<file path="config.mk">
export PLATFORM = sky130hd
export DESIGN_NAME = crc_lfsr
export DESIGN_NICKNAME = d
export VERILOG_FILES = /design/src/rtl/crc_lfsr.sv
export SDC_FILE = /design/constraint.sdc
export NUM_CORES = 1
export LEC_CHECK = 0
export ABC_AREA = 1
export BUFFER_PORTS_ARGS = -buffer_cell sky130_fd_sc_hd__buf_2
export CAP_MARGIN = 20
export CORE_AREA = 2 2 39 41
export CTS_BUF_LIST = sky130_fd_sc_hd__clkbuf_8
export CTS_CLUSTER_DIAMETER = 30
export DETAILED_ROUTE_END_ITERATION = 16
export DIE_AREA = 0 0 41 43
export PLACE_DENSITY_LB_ADDON = 0.12
export SLEW_MARGIN = 20
export SYNTH_ARGS = -nofsm -noshare
export SYNTH_HDL_FRONTEND = slang
export SYNTH_SLANG_ARGS = --single-unit
</file>
<file path="constraint.sdc">
create_clock -name clk -period 0.8 [get_ports clk]
set_input_delay 0.16 -clock clk [delete_from_list [all_inputs] [get_ports clk]]
set_output_delay 0.16 -clock clk [all_outputs]
set_load 0.02 [all_outputs]
</file>
<file path="src/rtl/crc_lfsr.sv">
// CRC LFSR shared by the receive checker and the transmit generator.
// Ports:
//   clk, rst  clock / synchronous active-high reset (reset loads SEED)
//   load      reload SEED (highest priority after reset)
//   step, d   advance the LFSR with data bit d
//   shift     shift right with zero fill, presenting the next CRC bit
//   bit_out   current LFSR bit 0 (next CRC bit to send / compare)
module crc_lfsr #(
  parameter int                   W    = 8,
  parameter logic [W-1:0]         POLY = 8'h44,
  parameter logic [W-1:0]         SEED = 8'hD8
) (
  input  logic clk,
  input  logic rst,
  input  logic load,
  input  logic step,
  input  logic d,
  input  logic shift,
  output logic bit_out
);

  logic [W-1:0] lfsr;
  logic [W-1:0] stepped;
  logic         fb;

  // Feedback enters the top stage; every tap n folds it into stage n-1.
  always_comb begin
    stepped    = '0;
    fb         = d ^ lfsr[0];
    stepped[W-1] = fb;
    for (int n = 1; n < W; n++)
      stepped[n-1] = lfsr[n] ^ (POLY[n] & fb);
  end

  always_ff @(posedge clk) begin
    if (rst || load)  lfsr <= SEED;
    else if (step)    lfsr <= stepped;
    else if (shift)   lfsr <= {1'b0, lfsr[W-1:1]};
  end

  assign bit_out = lfsr[0];

endmodule

</file>
* After elaboration in Yosys (flattened, before gate mapping)
Cells that the tools add are included.
** Word-level totals
- Bits of input ports :: 6
- Flip-flop bits (word level) :: 8
** Operators by class
- Bitwise logic cells :: 3
- Muxes and demuxes :: 2
- Reductions and logical operators :: 2
** Operators by type and width (count)
- $mux 8 :: 2
- $xor 1x1->1 :: 3
- $reduce_bool 2->1 :: 1
- $logic_or 1x1->1 :: 1

* Longest topological paths before layout
- Depth after elaboration :: 3
- Mapped depth :: 5
- Mapped depth without buffers :: 5

* Worst setup path after synthesis
OpenSTA, ideal clock, no wires.
- Kind :: register -> register
- Start point :: register lfsr[0]
- End point :: register lfsr[7]
- Path slack :: -153 ps
- Required time :: 683 ps
- Setup time :: 117 ps
- Stages on the path, launching flop included :: 6
- Path buffers :: 0
- Arrival :: 836 ps
- Clock period less this slack :: 953 ps
- Cell sequence :: dfxtp_1 -> nand2_1 -> nand2_1 -> nor2_1 -> a21oi_1 -> nand2_1
** Between the ends
- Longest elaborated chain between the ends :: 2
** RTL lines
- from (decl) :: RTL line 22 : logic [W-1:0] lfsr;
- from (signal assigned) :: RTL line 37 : else if (step) lfsr <= stepped;
- from (signal assigned) :: RTL line 38 : else if (shift) lfsr <= {1'b0, lfsr[W-1:1]};
- $xor 1x1->1 :: RTL line 29 : fb = d ^ lfsr[0];
- $mux 8 :: RTL line 37
Every way passes these cells.
A chain may end at the register's enable or synchronous reset.

* Final worst setup path
- Start point :: register lfsr[0]
- End point :: output port bit_out
** RTL lines
- to (decl) :: RTL line 19 : output logic bit_out
No word-level cell between the ends.

==> results.json <==
{
  "start_util_pct": 26.3,
  "drive_gt1_share_pct": 48.5,
  "biggestRegsByFlops": "lfsr x8",
  "crit_chain": "buf_6",
  "cts_buffers": 3,
  "dpl_cell_area_um2": 449,
  "clk_path_buf_depth": 2,
  "crit_type": "reg -> out",
  "diodes": 0,
  "critPathSlowestCell": "dfxtp_4",
  "syn_to_final_growth_pct": 45.7,
  "drt-met1-wl_um": 316,
  "die_y_um": 43,
  "largest_reg_flops": 8,
  "fin_skew_ps": 4.33,
  "crit_fanout": 4,
  "fillers": 159,
  "worstPathArrival_ps": 710,
  "synth_edf_count": 0,
  "overflow": 0,
  "grt_pass1_wl_mm": 1.30,
  "routed-wl-met3_um": 34,
  "route.detailed.drc": 0,
  "ys_seq_elements": 8,
  "dr.pass1.iters": 2,
  "root_buffer": "clkbuf_8",
  "clk_latency_ps": 230,
  "port_buffers": 6,
  "max_slew_margin_pct": 83.5,
  "synth_top_cells_by_count": "nand2_1, dfxtp_1, a21oi_1, inv_1",
  "ff_latch_area_um2": 164,
  "wl_per_cell_um": 8.38,
  "rows": 14,
  "ant_nets": 0,
  "dr_wl_met2_um": 316,
  "synth_top_area_cell": "dfxtp_1",
  "reg2reg_setup_slack_ps": -50,
  "synth.most_common_cell": "nand2_1",
  "grt_start_max_net_pins": 6,
  "ys_warn_count": 0,
  "die_area_mm2": 0.00176,
  "clk_pin_slew_worst_paths_ps": 40,
  "hold_violations": 0,
  "async_flop_share_pct": 0,
  "startpoint": "lfsr[0]",
  "cts.sinks": 8,
  "setup_viol": 4,
  "critPathRequiredTime_ps": 640,
  "drv_cap": 0,
  "cpPeakStageDelay_ps": 350,
  "syn_area_per_cell_um2": 7.14,
  "max-vdd-ir-drop_uv": 1230,
  "synth.top_cells.by_area": "dfxtp_1, nand2_1, a21oi_1",
  "finalWeightedCongestion": 0.656,
  "ios": 7,
  "hpwl_um": 548,
  "crit_buf_inv": 1,
  "synth.cell_area_um2": 364,
  "drt_iter0_drc": 1,
  "synth_cell_types": 13,
  "cts_tree": "done",
  "die_width_um": 41,
  "hold_path.startpoint": "shift",
  "syn-instance-count": 51,
  "maxClockFrequency_mhz": 1150,
  "tightestPinTransition_ps": 247,
  "period_needed_ps": 871,
  "finalCritPeriodShare_pct": 109,
  "vias_per_cell": 4.26,
  "start_kind": "flop",
  "synth_ff_type": "dfxtp_1",
  "grt_antenna_before_repair": 0,
  "p_leak_nw": 0.247,
  "worstReg2RegStart": "lfsr[0]",
  "power.density_mw_per_mm2": 2000,
  "hold_slack_ps": 261,
  "fin_ws_ps": -70.7,
  "core_mm2": 0.00138,
  "grt_pass1_vias": 353,
  "htreeDepth": 1,
  "finalSetupTns_ps": -162,
  "slew_viol_final": 0,
  "rsz0062_at_grt": "yes",
  "status": "finished with violations",
  "layout.nets": 73,
  "multi_input_area_um2": 179,
  "vias": 349,
  "yosysSeqAreaShare_pct": 44.0,
  "cp_top_family": "flip-flops",
  "top_register": "lfsr",
  "end_kind": "primary output",
  "synth_top_cell_area_share_pct": 44.0,
  "hp-class": "in -> reg",
  "top_layer": "met4",
  "grt_use_total_pct": 10.7,
  "wl_um": 687,
  "violations": "setup timing",
  "postLayoutCellArea_um2": 531,
  "synth_nets": 57
}
## report_power, final
part / internal [W] / switching (W)
logic: 0.0000622 / 0.0000740
registers: 0.000419 / 0.0000121
clock network: 0.000332 / 0.000162
## placed cells by master (no fill, tap or decap)
cell type,netlist,final
nand2_1,11,9
o21ai_1,4,4
dfxtp_1,8,7
inv_1,5,6
nor2_2,3,6
inv_2,4,4
clkbuf_8,0,3
nand3_1,1,1
dfxtp_4,0,1
clkinv_1,1,1
nand4_1,2,2
nand2_2,0,2
nor2_4,0,1
a21oi_1,5,4
buf_4,0,5
buf_2,0,5
buf_6,1,2
a21oi_2,2,3
## final cells by class
class                           count  share of cell area [%]
Timing Repair Buffer               12                    16.0
Tap cell                           16                    3.77
Clock buffer                        3                    7.78
Multi-Input combinational cell     32                    33.7
Clock inverter                      1                   0.708
Sequential cell                     8                    30.9
Inverter                           10                    7.08
## per-layer routing
metal,vias to the layer above,global-route usage [%]
met5,-,0
met4,0,6.00
met3,2,1.57
met2,9,17.8
met1,150,12.0
li1,188,-
## per-stage QoR
step	setup WS, ps	utilization [%]	cells	total power (W)
2_1_floorplan	-6.44	-	51	0.000512
3_3_place_gp	-103	32.5	77	0.000560
3_5_place_dp	-128	32.5	77	0.000559
4_1_cts	-70.4	36.9	82	0.00106
5_1_grt	-95.8	38.3	82	0.00112
6_report	-70.7	38.3	82	0.00106
## final timing paths
path              endpoint  cells past startpoint
setup reg to reg   lfsr[5]                      5
hold reg to reg    lfsr[7]                      2
setup / recovery   bit_out                      1
hold / removal     lfsr[6]                      4
## kinds of logic after synthesis
family          Yosys count  synth area share, %
flops                     8                 44.0
simple gates             21                 25.4
buf+inv                  11                 13.4
compound gates           11                 17.2
## repair_timing
action	CTS	global route
endpoints found under the setup margin	4	4
pin swaps	3	3
buffers inserted	1	0
gates resized for setup	3	6
hold buffers	0	0
Note: power is estimated with default switching activity, not from simulation.
